## config.mk

```make
export PLATFORM = sky130hd
export DESIGN_NAME = pipe_hazard_ctrl
export DESIGN_NICKNAME = d
export VERILOG_FILES = /design/src/rtl/pipe_hazard_ctrl_pkg.sv /design/src/rtl/pipe_hazard_ctrl_go_sync_edge.sv /design/src/rtl/pipe_hazard_ctrl.sv
export SDC_FILE = /design/constraint.sdc
export NUM_CORES = 1
export LEC_CHECK = 0
export CORE_UTILIZATION = 31
export CTS_CLUSTER_DIAMETER = 30
export DETAILED_ROUTE_END_ITERATION = 16
export GPL_ROUTABILITY_DRIVEN = 1
export PLACE_DENSITY_LB_ADDON = 0.05
export SETUP_SLACK_MARGIN = 0.1
export SYNTH_ARGS = -nofsm -noshare
export SYNTH_HDL_FRONTEND = slang
export SYNTH_SLANG_ARGS = --single-unit
```

## constraint.sdc

```tcl
create_clock -name clk -period 4.27 [get_ports clk]
set_input_delay 0.6405 -clock clk [delete_from_list [all_inputs] [get_ports clk]]
set_output_delay 0.6405 -clock clk [all_outputs]
set_load 0.02 [all_outputs]
```

## src/rtl/pipe_hazard_ctrl_pkg.sv

```systemverilog
// Shared encodings for the pipeline hazard/halt sequencer.
package pipe_hazard_ctrl_pkg;

    localparam int REG_AW_DEFAULT = 5;

    typedef enum logic [1:0] {
        ST_RUN   = 2'd0,
        ST_HALT  = 2'd1,
        ST_DRAIN = 2'd2
    } state_e;

    localparam logic [1:0] FWD_RF  = 2'b00;
    localparam logic [1:0] FWD_MEM = 2'b01;
    localparam logic [1:0] FWD_WB  = 2'b10;

endpackage

```

## src/rtl/pipe_hazard_ctrl_go_sync_edge.sv

```systemverilog
// Two-flop synchroniser for the asynchronous go button plus rising-edge pulse.
module go_sync_edge (
    input  logic clk,
    input  logic rst_n,
    input  logic go_i,
    output logic pulse_o
);
    logic sync1_q, sync2_q, prev_q;

    always_ff @(posedge clk or negedge rst_n) begin
        if (!rst_n) begin
            sync1_q <= 1'b0;
            sync2_q <= 1'b0;
            prev_q  <= 1'b0;
        end else begin
            sync1_q <= go_i;
            sync2_q <= sync1_q;
            prev_q  <= sync2_q;
        end
    end

    // Pulse is visible in the cycle after the second sync edge, so the FSM
    // acts on it at the third edge after go rises.
    assign pulse_o = sync2_q & ~prev_q;

endmodule

```

## src/rtl/pipe_hazard_ctrl.sv

```systemverilog
// Stall/flush/forwarding sequencer and halt/resume FSM for the 5-stage core.
// Statistics counters exist only when PIPE_HAZARD_STAT_EN is defined.
module pipe_hazard_ctrl
    import pipe_hazard_ctrl_pkg::*;
#(
    parameter int REG_AW = REG_AW_DEFAULT,
    parameter int CNT_W  = 32
) (
    input  logic              clk,
    input  logic              rst_n,
    input  logic [REG_AW-1:0] id_r1,
    input  logic [REG_AW-1:0] id_r2,
    input  logic              id_r1_used,
    input  logic              id_r2_used,
    input  logic              id_jump,
    input  logic [REG_AW-1:0] ex_r1,
    input  logic [REG_AW-1:0] ex_r2,
    input  logic              ex_r1_used,
    input  logic              ex_r2_used,
    input  logic              ex_memtoreg,
    input  logic              ex_regwrite,
    input  logic [REG_AW-1:0] ex_wreg,
    input  logic              ex_branch_taken,
    input  logic              mem_regwrite,
    input  logic [REG_AW-1:0] mem_wreg,
    input  logic              wb_regwrite,
    input  logic [REG_AW-1:0] wb_wreg,
    input  logic              wb_syscall_halt,
    input  logic              go,
    output logic              pc_en,
    output logic              ifid_en,
    output logic              idex_en,
    output logic              exmem_en,
    output logic              memwb_en,
    output logic              ifid_clr,
    output logic              idex_clr,
    output logic              exmem_clr,
    output logic              memwb_clr,
    output logic [1:0]        fwd_a,
    output logic [1:0]        fwd_b,
    output logic              halted,
    output logic [CNT_W-1:0]  cycle_cnt,
    output logic [CNT_W-1:0]  stall_cnt,
    output logic [CNT_W-1:0]  flush_cnt
);

    state_e state_q, state_d;
    logic   halted_q;
    logic   go_pulse;
    logic   load_use;

    go_sync_edge u_go_sync (
        .clk     (clk),
        .rst_n   (rst_n),
        .go_i    (go),
        .pulse_o (go_pulse)
    );

    assign load_use = ex_memtoreg && ex_regwrite && (ex_wreg != '0) &&
                      ((id_r1_used && (id_r1 == ex_wreg)) ||
                       (id_r2_used && (id_r2 == ex_wreg)));

    always_ff @(posedge clk or negedge rst_n) begin
        if (!rst_n) begin
            state_q  <= ST_RUN;
            halted_q <= 1'b0;
        end else begin
            state_q  <= state_d;
            halted_q <= (state_d == ST_HALT);
        end
    end

    always_comb begin
        state_d   = state_q;
        pc_en     = 1'b1;
        ifid_en   = 1'b1;
        idex_en   = 1'b1;
        exmem_en  = 1'b1;
        memwb_en  = 1'b1;
        ifid_clr  = 1'b0;
        idex_clr  = 1'b0;
        exmem_clr = 1'b0;
        memwb_clr = 1'b0;
        case (state_q)
            ST_HALT: begin
                pc_en    = 1'b0;
                ifid_en  = 1'b0;
                idex_en  = 1'b0;
                exmem_en = 1'b0;
                memwb_en = 1'b0;
                if (go_pulse) state_d = ST_DRAIN;
            end
            default: begin
                // A taken branch squashes the stalled instruction, so it beats load-use.
                if (ex_branch_taken) begin
                    ifid_clr = 1'b1;
                    idex_clr = 1'b1;
                end else if (load_use) begin
                    pc_en    = 1'b0;
                    ifid_en  = 1'b0;
                    idex_clr = 1'b1;
                end else if (id_jump) begin
                    ifid_clr = 1'b1;
                end
                if (state_q == ST_DRAIN) begin
                    memwb_clr = 1'b1;
                    state_d   = ST_RUN;
                end else if (wb_syscall_halt) begin
                    state_d   = ST_HALT;
                end
            end
        endcase
        if (!rst_n) begin
            pc_en     = 1'b0;
            ifid_en   = 1'b0;
            idex_en   = 1'b0;
            exmem_en  = 1'b0;
            memwb_en  = 1'b0;
            ifid_clr  = 1'b1;
            idex_clr  = 1'b1;
            exmem_clr = 1'b1;
            memwb_clr = 1'b1;
        end
    end

    assign halted = halted_q;

    // EX/MEM is the younger producer, so it wins over MEM/WB.
    assign fwd_a = (ex_r1_used && mem_regwrite && (mem_wreg != '0) && (mem_wreg == ex_r1)) ? FWD_MEM :
                   (ex_r1_used && wb_regwrite  && (wb_wreg  != '0) && (wb_wreg  == ex_r1)) ? FWD_WB  :
                   FWD_RF;
    assign fwd_b = (ex_r2_used && mem_regwrite && (mem_wreg != '0) && (mem_wreg == ex_r2)) ? FWD_MEM :
                   (ex_r2_used && wb_regwrite  && (wb_wreg  != '0) && (wb_wreg  == ex_r2)) ? FWD_WB  :
                   FWD_RF;

`ifdef PIPE_HAZARD_STAT_EN
    logic             active;
    logic [CNT_W-1:0] cycle_q, stall_q, flush_q;

    assign active = (state_q != ST_HALT);

    always_ff @(posedge clk or negedge rst_n) begin
        if (!rst_n) begin
            cycle_q <= '0;
            stall_q <= '0;
            flush_q <= '0;
        end else begin
            if (active)                                cycle_q <= cycle_q + 1'b1;
            if (active && load_use && !ex_branch_taken) stall_q <= stall_q + 1'b1;
            if (active && ex_branch_taken)             flush_q <= flush_q + 1'b1;
        end
    end

    assign cycle_cnt = cycle_q;
    assign stall_cnt = stall_q;
    assign flush_cnt = flush_q;
`else
    assign cycle_cnt = '0;
    assign stall_cnt = '0;
    assign flush_cnt = '0;
`endif

endmodule

```

Yosys cells after proc, flatten, opt, wreduce, memory -nomap -nowiden

Cells that the tools add are included.
W data, S select, Z words.

Register bits: 6
Input bits: 49
Word-level logic and storage cells: 64

Eq/ne operators: 9
Mux-type cells: 27
Bitwise logic cells: 2
Reductions and logical operators: 21

Operators with widths:

| operator             | count |
|---|---|
| $eq A5 B5 Y1         | 6 |
| $mux W1              | 19 |
| $logic_and A1 B1 Y1  | 17 |
| $mux W2              | 8 |
| $reduce_bool A5 Y1   | 3 |
| $eq A2 B1 Y1 const B | 2 |
| $eq A2 B2 Y1 const B | 1 |
| $and A1 B1 Y1        | 1 |
| $logic_or A1 B1 Y1   | 1 |
| $not A1 Y1           | 1 |

Depth between registers and ports, before layout

Depth after elaboration: 8
Gate-level depth with buffers: 5
Gate-level depth less buffers: 4

By module

A second synthesis with hierarchy kept.

Cells, all modules: 178
Area total of the unflattened synthesis: 1,438.9 µm²

Modules (own cells, without submodules):

| module           | times used | cells an instance | area each (µm²) | seq. area each (µm²) |
|---|---|---|---|---|
| pipe_hazard_ctrl | 1          | 174               | 1,350.0         | 75.1 |
| go_sync_edge     | 1          | 4                 | 88.8            | 75.1 |

Worst setup path after synthesis

Ideal clock, no wire load.

Kind: input port to output port
Start: in mem_wreg[0]
End: out fwd_a[1]
Arrival: 1,821 ps
Path slack: 1,809 ps
Stages on the path: 4
Path buffers: 0
Path through: or4_1 o21ai_2 nor3_1 nor3_2

Word-level cells in the longest chain between the ends: 4

Ends and longest elaborated chain:

| element               | RTL line                | RTL |
|---|---|---|
| start, declared       | pipe_hazard_ctrl.sv:25  | `input logic [REG_AW-1:0] mem_wreg,` |
| $reduce_bool A5 Y1    | pipe_hazard_ctrl.sv:129 | `assign fwd_a = (ex_r1_used && mem_regwrite && (mem_wreg != '0) && (mem_wreg == ex_r1)) ? FWD_MEM :` |
| $logic_and A1 B1 Y1   | pipe_hazard_ctrl.sv:129 |  |
| $logic_and A1 B1 Y1 * | pipe_hazard_ctrl.sv:129 |  |
| $mux W2 *             | pipe_hazard_ctrl.sv:129 |  |
| end, declared         | pipe_hazard_ctrl.sv:39  | `output logic [1:0] fwd_a,` |

Mark *: on every way between the ends. The rest lies on a longest branch, timed or not.

Final worst setup path

Start: in ex_wreg[3]
End: out ifid_clr

Word-level cells in the longest chain between the ends: 8

Ends and longest elaborated chain:

| element                                       | RTL line                                       | RTL |
|---|---|---|
| start, declared                               | pipe_hazard_ctrl.sv:22                         | `input logic [REG_AW-1:0] ex_wreg,` |
| $eq A5 B5 Y1, on equally long branches        | pipe_hazard_ctrl.sv:60, pipe_hazard_ctrl.sv:61 |  |
| $logic_and A1 B1 Y1, on equally long branches | pipe_hazard_ctrl.sv:60, pipe_hazard_ctrl.sv:61 |  |
| $logic_or A1 B1 Y1                            | pipe_hazard_ctrl.sv:60                         | `((id_r1_used && (id_r1 == ex_wreg)) \|\|` |
| $logic_and A1 B1 Y1 *                         | pipe_hazard_ctrl.sv:59                         | `assign load_use = ex_memtoreg && ex_regwrite && (ex_wreg != '0) &&` |
| $mux W1 *                                     | pipe_hazard_ctrl.sv:98                         | `end else if (load_use) begin` |
| $mux W1 *                                     | pipe_hazard_ctrl.sv:95                         | `if (ex_branch_taken) begin` |
| $mux W1 *                                     | pipe_hazard_ctrl.sv:84                         | `case (state_q)` |
| $mux W1 *                                     | pipe_hazard_ctrl.sv:113                        | `if (!rst_n) begin` |
| end, declared                                 | pipe_hazard_ctrl.sv:35                         | `output logic ifid_clr,` |

Marked as above.

==> impl_results.md <==
- CP Capture Type: primary output
- Minimum clock period: 3.35 ns
- Yosys warnings: 0
- PwrDens: 257 mW/mm^2
- Mapped Area: 0.00144 mm^2
- Leakage: 0.000819 uW
- Critical R2R Launch: state_q[1]
- Clk Latency, worst-skew pair: 0.22 ns
- Final Hold Vio Count: 0
- Crit-path most repeated cell: clkdlybuf4s50_1
- CTS resizes: 0
- I/O pins: 159
- Total Nets Final: 291
- Seq cells post-synth: 6
- Worst Skew: 0.00202 ns
- Worst path arrival time: 2.71 ns
- Root cell of the clock tree: clkbuf_8
- CP max stage delay: 0.56 ns
- Status: finished, final reports clean
- Count of different cell masters after synthesis: 27
- Vias in the first global route: 987
- Seq/Total Area, Yosys: 10.4%
- Die Y: 70.2 um
- Critical path type: primary input to primary output
- Placed Instances: 289
- Total global routing overflow: 0
- Buf+Inv Stages, Crit Path: 2
- Commonest non-fill, non-tap cell in the layout: conb_1
- Worst setup path start: ex_wreg[3]
- Hold path start: u_go_sync.sync1_q
- Largest fanout on the critical path: 3
- Num CTS Buffers: 3
- Slowest stage cell, crit path: clkdlybuf4s50_1
- Vias post-DR: 1084
- RSZ-0062 raised after global routing: no
- First-pass detailed-route iteration total: 3
- P&R area growth vs syn: 23.3%
- Worst VDD drop: 0.130 mV
- Worst-path clk slew: 0.03 ns
- Vias per inst: 3.71
- Core Region: 0.00441 mm^2
- H-tree levels: 1
- Max-Cap Viols: 0
- Post-Synthesis Cells: 180
- Syn_area_per_cell: 8.01 um^2
- Largest net degree at the start of global routing: 10
- Slew Viols, Final: 0
- First-pass GRT wire length: 4.62 mm
- Worst-path cell chain: clkdlybuf4s50_1 -> xor2_1 -> nor4_2 -> a32oi_1 -> o41a_1 -> clkdlybuf4s50_1
- Antenna Nets Post-Route: 0
- Area of the die: 0.00493 mm^2
- Setup violators final: 0
- Clock Path Buffers: 2
- Input/output buffers: 62
- Overall Global Routing Usage: 11.8%
- Initial antenna violation count: 0
- Initial Utilization: 32.7%
- # DRC: 0
- Detailed Place HPWL: 2.72 mm
- Critical Path RT: 3.63 ns
- Most frequent cells in the layout: 96 x conb_1, 62 x clkdlybuf4s50_1, 16 x xor2_1, 14 x xnor2_1, 6 x dfrtp_1
- CP Launch Type: primary input
- Setup TNS: 0 ns
- Antenna cell count: 0
- Hold_buf cts: 0
- Final Wtd Congestion: 0.766
- Row Count: 24
- Top achievable clock speed: 0.298 GHz
- DR WL/cell: 9.94 um
- Die Wd: 70.2 um
- Pwr Total: 457 uW
- Share of layout cells above drive strength 1: 3.75%
- Post-CTS Repair Setup Buffers: 0
- Worst path top cell family by delay: buffers and inverters
- DR iter-0 viols: 10
- Final WL: 2.90 mm
- Fin cells: 292
- Final period util: 78.5%
- CTS tree: done
- CTS sink cnt: 6
- HP Class: flop to flop
stage by stage:
step / setup WS (ns) / area (um^2) / hold WS (ns) / utilization, %
2_1_floorplan: 1.81 / 1800 / 0.331 / -
3_3_place_gp: 0.872 / 1740 / 0.352 / 39.4
3_5_place_dp: 0.888 / 1740 / 0.340 / 39.4
4_1_cts: 0.889 / 1780 / 0.349 / 40.3
5_1_grt: 0.776 / 1780 / 0.362 / 40.3
6_report: 0.919 / 1780 / 0.347 / 40.3
sequential cells by signal, summed over array words and instances (netlist names):
register,cells
halted,1
state_q,2
u_go_sync.sync2_q,1
u_go_sync.sync1_q,1
u_go_sync.prev_q,1
per-layer routing:
metal  part of all wire [%]  up-vias  global-route usage (%)
met4                   0.48        0                    1.33
met1                     34      481                    12.4
met5                      0        -                       0
li1                       -      513                       -
met2                     57       88                    23.2
met3                    8.6        2                    3.46
cell usage after synthesis:
| master | number | area [um^2] |
|---|---|---|
| mux2i_1 | 1 | 10.0 |
| o211ai_2 | 1 | 12.5 |
| clkbuf_1 | 1 | 3.75 |
| nor3_1 | 3 | 15.0 |
| or4_1 | 3 | 22.5 |
| o21ai_0 | 5 | 25.0 |
| xnor2_1 | 14 | 123 |
| and2_0 | 1 | 6.26 |
| buf_4 | 99 | 743 |
| o31a_2 | 1 | 10.0 |
| nand4_1 | 2 | 12.5 |
| o21ai_2 | 1 | 8.76 |
| nor4_2 | 1 | 12.5 |
| nand3_1 | 2 | 10.0 |
| a32oi_1 | 1 | 8.76 |
| nor4_1 | 3 | 18.8 |
| a21oi_1 | 3 | 15.0 |
| dfrtp_1 | 6 | 150 |
| nand2b_1 | 3 | 18.8 |
| nor3_2 | 2 | 20.0 |
| nand2_1 | 4 | 15.0 |
| o41a_1 | 1 | 11.3 |
| and2_1 | 1 | 6.26 |
| a31oi_1 | 2 | 12.5 |
| xor2_1 | 16 | 140 |
| inv_1 | 2 | 7.51 |
| conb_1 | 1 | 3.75 |
worst paths after layout:
check	depth (start not counted)	slack (ns)	end
hold reg to reg	0	0.35	u_go_sync.sync2_q
max in group asynchronous	1	3.31	u_go_sync.sync1_q
hold / removal	0	0.35	u_go_sync.sync2_q
min in group asynchronous	1	0.70	halted
setup reg to reg	3	3.34	state_q[1]
setup / recovery	6	0.92	ifid_clr
cell families after synthesis:
logic type / count (synthesis) / share of synthesized area [%]
compound gates: 15 / 7.20
xor+xnor: 30 / 18.2
buf+inv: 102 / 52.3
flops: 6 / 10.4
mux: 1 / 0.694
other cells: 1 / 0.260
simple gates: 25 / 10.9
cell type report:
class                   instances  area, um^2
fillers                       468        2640
multi-input cells             167         895
repair buffers                 62         621
flip-flops and latches          6         150
well taps                      52        65.1
clock buffers                   3        41.3
inverters                       2        7.51
power breakdown:
group | internal (uW) | switching, uW | total, uW
Clock | 60.3 | 21.4 | 81.7
Combinational | 118 | 173 | 291
Sequential | 70.5 | 13.1 | 83.7
Total | 249 | 207 | 457
Power figures use the tool's default switching activity.
